$ cat src/rtl/seg7_scan_driver_pkg.sv
// rtl/seg7_scan_driver_pkg.sv - FSM states, segment patterns and double-dabble helper for seg7_scan_driver
package seg7_scan_driver_pkg;

    typedef enum logic [1:0] {
        ST_IDLE,
        ST_CONVERT,
        ST_DONE
    } state_t;

    // Active-low segment patterns, bit order g,f,e,d,c,b,a
    localparam logic [6:0] SEG_0     = 7'b1000000;
    localparam logic [6:0] SEG_1     = 7'b1111001;
    localparam logic [6:0] SEG_2     = 7'b0100100;
    localparam logic [6:0] SEG_3     = 7'b0110000;
    localparam logic [6:0] SEG_4     = 7'b0011001;
    localparam logic [6:0] SEG_5     = 7'b0010010;
    localparam logic [6:0] SEG_6     = 7'b0000010;
    localparam logic [6:0] SEG_7     = 7'b1111000;
    localparam logic [6:0] SEG_8     = 7'b0000000;
    localparam logic [6:0] SEG_9     = 7'b0010000;
    localparam logic [6:0] SEG_BLANK = 7'b1111111;
    localparam logic [6:0] SEG_DASH  = 7'b0111111;

    function automatic logic [3:0] dabble_adjust(input logic [3:0] nib);
        return (nib >= 4'd5) ? nib + 4'd3 : nib;
    endfunction

endpackage

$ cat src/rtl/seg7_decode.sv
// rtl/seg7_decode.sv - combinational BCD digit to active-low seven-segment lookup
module seg7_decode
    import seg7_scan_driver_pkg::*;
(
    input  logic [3:0] bcd,
    output logic [6:0] seg
);

    always_comb begin
        seg = SEG_DASH;
        case (bcd)
            4'd0:    seg = SEG_0;
            4'd1:    seg = SEG_1;
            4'd2:    seg = SEG_2;
            4'd3:    seg = SEG_3;
            4'd4:    seg = SEG_4;
            4'd5:    seg = SEG_5;
            4'd6:    seg = SEG_6;
            4'd7:    seg = SEG_7;
            4'd8:    seg = SEG_8;
            4'd9:    seg = SEG_9;
            default: seg = SEG_DASH;
        endcase
    end

endmodule

$ cat src/rtl/seg7_scan_driver.sv
// rtl/seg7_scan_driver.sv - binary-to-BCD conversion and multiplexed 7-segment scan; SEG7_BLANK_LEADING_ZERO_EN blanks leading zeros
module seg7_scan_driver
    import seg7_scan_driver_pkg::*;
#(
    parameter int DATA_W      = 5,
    parameter int N_DIGITS    = 2,
    parameter int REFRESH_DIV = 50000
) (
    input  logic                clk,
    input  logic                reset,
    input  logic                load,
    input  logic [DATA_W-1:0]   value,
    output logic                busy,
    output logic [6:0]          seg,
    output logic                dp,
    output logic [N_DIGITS-1:0] an
);

    localparam int BCD_W  = 4 * N_DIGITS;
    localparam int ITER_W = $clog2(DATA_W + 1);
    localparam int CNT_W  = $clog2(REFRESH_DIV);
    localparam int IDX_W  = (N_DIGITS > 1) ? $clog2(N_DIGITS) : 1;

    if ((10 ** N_DIGITS) <= (2 ** DATA_W - 1) || REFRESH_DIV < 2) begin : g_param_check
        $error("seg7_scan_driver: N_DIGITS too small for DATA_W or REFRESH_DIV < 2");
    end

    state_t              state, state_nxt;
    logic [DATA_W-1:0]   shift_reg;
    logic [BCD_W-1:0]    scratch, scratch_adj;
    logic [ITER_W-1:0]   iter;
    logic [BCD_W-1:0]    bcd_disp;
    logic [CNT_W-1:0]    refresh_cnt;
    logic [IDX_W-1:0]    digit_idx;
    logic [3:0]          cur_bcd;
    logic [6:0]          seg_dec;

    always_ff @(posedge clk) begin
        if (reset) state <= ST_IDLE;
        else       state <= state_nxt;
    end

    always_comb begin
        state_nxt = state;
        case (state)
            ST_IDLE:    if (load) state_nxt = ST_CONVERT;
            ST_CONVERT: if (iter == ITER_W'(DATA_W - 1)) state_nxt = ST_DONE;
            ST_DONE:    state_nxt = ST_IDLE;
            default:    state_nxt = ST_IDLE;
        endcase
    end

    always_comb begin
        scratch_adj = scratch;
        for (int i = 0; i < N_DIGITS; i++) begin
            scratch_adj[4*i +: 4] = dabble_adjust(scratch[4*i +: 4]);
        end
    end

    // bcd_disp only changes in DONE, so the display never shows a partial result
    always_ff @(posedge clk) begin
        if (reset) begin
            shift_reg <= '0;
            scratch   <= '0;
            iter      <= '0;
            bcd_disp  <= '0;
        end else begin
            case (state)
                ST_IDLE: begin
                    if (load) begin
                        shift_reg <= value;
                        scratch   <= '0;
                        iter      <= '0;
                    end
                end
                ST_CONVERT: begin
                    {scratch, shift_reg} <= {scratch_adj, shift_reg} << 1;
                    iter                 <= iter + 1'b1;
                end
                ST_DONE: bcd_disp <= scratch;
                default: ;
            endcase
        end
    end

    assign busy = (state != ST_IDLE);
    assign dp   = 1'b1;

    always_ff @(posedge clk) begin
        if (reset) begin
            refresh_cnt <= '0;
            digit_idx   <= '0;
        end else if (refresh_cnt == CNT_W'(REFRESH_DIV - 1)) begin
            refresh_cnt <= '0;
            digit_idx   <= (digit_idx == IDX_W'(N_DIGITS - 1)) ? '0 : digit_idx + 1'b1;
        end else begin
            refresh_cnt <= refresh_cnt + 1'b1;
        end
    end

    always_comb begin
        cur_bcd = '0;
        an      = '1;
        for (int i = 0; i < N_DIGITS; i++) begin
            if (digit_idx == IDX_W'(i)) begin
                cur_bcd = bcd_disp[4*i +: 4];
                an[i]   = 1'b0;
            end
        end
    end

    seg7_decode u_decode (
        .bcd (cur_bcd),
        .seg (seg_dec)
    );

`ifdef SEG7_BLANK_LEADING_ZERO_EN
    logic lead_zero;

    // Blank when this digit and all more-significant digits are zero; digit 0 always shows
    always_comb begin
        lead_zero = 1'b0;
        for (int i = 1; i < N_DIGITS; i++) begin
            if (digit_idx == IDX_W'(i)) lead_zero = ((bcd_disp >> (4*i)) == '0);
        end
    end

    assign seg = lead_zero ? SEG_BLANK : seg_dec;
`else
    assign seg = seg_dec;
`endif

endmodule
$ cat config.mk
export PLATFORM = sky130hd
export DESIGN_NAME = seg7_scan_driver
export DESIGN_NICKNAME = d
export VERILOG_FILES = /design/src/rtl/seg7_scan_driver_pkg.sv /design/src/rtl/seg7_decode.sv /design/src/rtl/seg7_scan_driver.sv
export SDC_FILE = /design/constraint.sdc
export NUM_CORES = 1
export LEC_CHECK = 0
export CORE_ASPECT_RATIO = 0.75
export CORE_MARGIN = 3
export CORE_UTILIZATION = 30
export CTS_CLUSTER_DIAMETER = 150
export DETAILED_ROUTE_END_ITERATION = 7
export GPL_ROUTABILITY_DRIVEN = 0
export PLACE_DENSITY_LB_ADDON = 0.12
export SYNTH_ARGS = -nofsm -noshare
export SYNTH_HDL_FRONTEND = slang
export SYNTH_SLANG_ARGS = --single-unit
$ cat constraint.sdc
create_clock -name clk -period 2.7 [get_ports clk]
set_input_delay 0.54 -clock clk [delete_from_list [all_inputs] [get_ports clk]]
set_output_delay 0.54 -clock clk [all_outputs]
set_load 0.02 [all_outputs]
==> impl_metrics.ini <==
[run_status]
status = completed

[sta]
setup_viol = 0
slew_headroom = 0.6554
rsz0062_at_grt = no
drv_slew = 0
clock_skew_ns = 0.006602
worstMarginPinSlew_ns = 0.5169
timing.final.crit_share = 0.9288
setup_ws_ns = 0.1922
max_freq_ghz = 0.3988
hold_violations = 0
final.min_clock_period_ns = 2.508
setup-tns-final_ns = 0

[yosys]
synth.area.mux_share = 0.06689
yosys.area_share.adder = 0.06689
synth-edff-count = 0
seq_area_frac_synth = 0.3835
synth_xor_area_frac = 0.07023
synth-simple-area-share = 0.2402
synth_top_family_by_area = simple AND/OR/NAND/NOR gates
synth-compound-area-share = 0.1137
synth-seq-cells = 43
ys.flop_type = dfxtp_1
avgSynthCellArea_um2 = 8.907
synth_nets = 272
synthArstFlopShare = 0
synth_warnings = 0
synth_top_area_share = 0.3835
syn_inst = 252
synthDistinctLibCells = 47
netlist_top_cells_area = dfxtp_1 (38%), nor2_1 (7.7%), ha_1 (6.7%)
synth_area_um2 = 2245
synth_top_cell_by_area = dfxtp_1

[clock_tree]
cts-root-buf = clkbuf_8
clockBufferDepth = 2
cts_tree = done
clkSinkCount = 43
cts_buffers = 5
cts_hold_buf = 0
clk_pin_slew_ns = 0.09
h-tree-depth = 2
clk_latency_ns = 0.30

[setup_path]
path_cells = mux2i_2 -> inv_1 -> ha_1 -> nor2_1 -> o21a_1 -> nor2_1 -> dlygate4sd2_1
r2r_start = refresh_cnt[0]
crit_type = flip-flop to output port
cp_common_cell = nor2_1
crit_start = digit_idx
worstPathRequired_ns = 2.16
cpPeakStageDelay_ns = 0.41
crit_slowest_cell = dfxtp_2
r2r_cells = 5
worstSetupEndpoint = seg[0]
crit_path_end_kind = output port
reg2reg_slack_ns = 1.08
critPathLaunchType = flip-flop
arrival_ns = 1.97
cp_max_fo = 6
r2r_end = refresh_cnt[7]

[floorplanning]
dieArea_um2 = 8567
initial_core_util = 0.3194
ios = 19
core_area_um2 = 7027
rows = 26
fp.dieW_um = 105.9
die_height_um = 80.91

[global_routing]
grtUsageTotal = 0.1130
grt_antenna_before_repair = 0
gr-usage-met3 = 0.03098
use_met2 = 0.1450
grt.overflow.total = 0
grt_pass1_vias = 1530
use_met1 = 0.1753
grt_pass1_wl_mm = 7.707
grt-busiest-layer = met1
grt_max_degree = 19

[detailed_routing]
ant_nets = 0
drtPass1Iterations = 6
vias = 1625
drc = 0
drt_iter0_drc = 81
routed_wirelength_mm = 4.442
routedWlPerCell_um = 12.01
drt-vias-per-instance = 4.392

[layout]
nets = 291
finish.utilization = 0.3722
largestRegisters = refresh_cnt x16, bcd_disp x8, scratch x8
num_antenna_cells = 0
syn_to_final_growth_pct = 16.50
regMostFlops = refresh_cnt
drive_gt1_frac = 0.1360
largest_reg_flops = 16

[power_and_ir_drop]
peakVddDrop_mv = 0.1845
power.density_nw_per_um2 = 445.2
leakagePower_nw = 1.066

[place]
place_hpwl_mm = 3.276
post-place-ws_ns = 0.1487
place.port_buffers = 17

[flow_run]
max-cap-violations = 0

[worst_hold_path]
hold_path.class = flip-flop to flip-flop
holdPathStages = 2
-- critical path, delay by kind of cell (launching register included) --
kind                     cells  cell delay [ns]
AND/OR/NAND/NOR              2             0.15
AO/OA/AOI/OAI                1             0.15
multiplexers                 1             0.32
flip-flops                   1             0.41
buffers and inverters        2             0.44
adder cells (fa/ha/maj)      1             0.20
-- layout make-up --
class	instances	area, um^2
Clock buffer	5	68.82
Clock inverter	3	23.77
Fill cell	745	4412
Inverter	14	52.55
Multi-Input combinational cell	183	1260
Sequential cell	43	862.1
Tap cell	98	122.6
Timing Repair Buffer	24	225.2
-- cell usage after synthesis (3+ instances only) --
cell and n:
nor3b_1 3, xnor2_1 16, mux2i_1 9, nand2b_1 3, nor3_1 7, ha_1 12
nor4_2 3, inv_1 14, a22o_1 7, nand3_1 4, nand2_1 18, o21ai_0 10
buf_2 6, dfxtp_1 43, nor2_1 46, a21oi_1 12
-- layout by cell type, fill, tap and decap left out, drive strengths merged, types with 10 or more instances in the layout --
master	n
nor2	48
dfxtp	43
nand2	18
xnor2	16
inv	15
a21oi	13
ha	12
o21ai	10
clkdlybuf4s50	10
mux2i	10
-- report_power, final --
part / leakage, nW / switching [mW] / total, mW / internal, mW
registers: 0.349 / 0.00933 / 0.655 / 0.646
logic: 0.677 / 0.0424 / 0.0777 / 0.0353
clock network: 0.0408 / 0.246 / 0.432 / 0.185
total: 1.07 / 0.298 / 1.16 / 0.866
-- layer usage --
metal | vias to the layer above | wire length, um
li1 | 881 | -
met1 | 721 | 2692
met2 | 18 | 1553
met3 | 5 | 142
met4 | 0 | 55
met5 | - | 0
-- worst min-delay path by stage --
stage | startpoint | end | slack, ns
2_1_floorplan | scratch[5] | scratch[5] | 0.43
3_3_place_gp | scratch[5] | scratch[5] | 0.44
3_5_place_dp | scratch[5] | scratch[5] | 0.46
4_1_cts | scratch[5] | scratch[5] | 0.48
5_1_grt | scratch[1] | scratch[1] | 0.50
6_report | scratch[5] | scratch[5] | 0.48
-- what timing repair did --
item,in CTS,in global routing
resized for setup,6,3
endpoints found under the setup margin,7,3
buffers inserted,0,0
-- cell families (layout without fill, tap and decap cells) --
group           count (synthesis)  after routing
compound gates                 39             39
xor+xnor                       18             18
fa+ha+maj                      12             12
buf+inv                        26             46
flops                          43             43
mux                            13             13
other cells                     1              1
simple gates                  100            100
-- stage by stage --
stage | hold WS (ns) | total power [mW] | cell area [um^2] | cells
2_1_floorplan | 0.4250 | 0.7188 | 2245 | 252
3_3_place_gp | 0.4385 | 0.7481 | 2515 | 362
3_5_place_dp | 0.4568 | 0.7482 | 2515 | 362
4_1_cts | 0.4797 | 1.186 | 2608 | 370
5_1_grt | 0.5031 | 1.232 | 2615 | 370
6_report | 0.4765 | 1.164 | 2615 | 370
(Power assumes the default switching activity.)
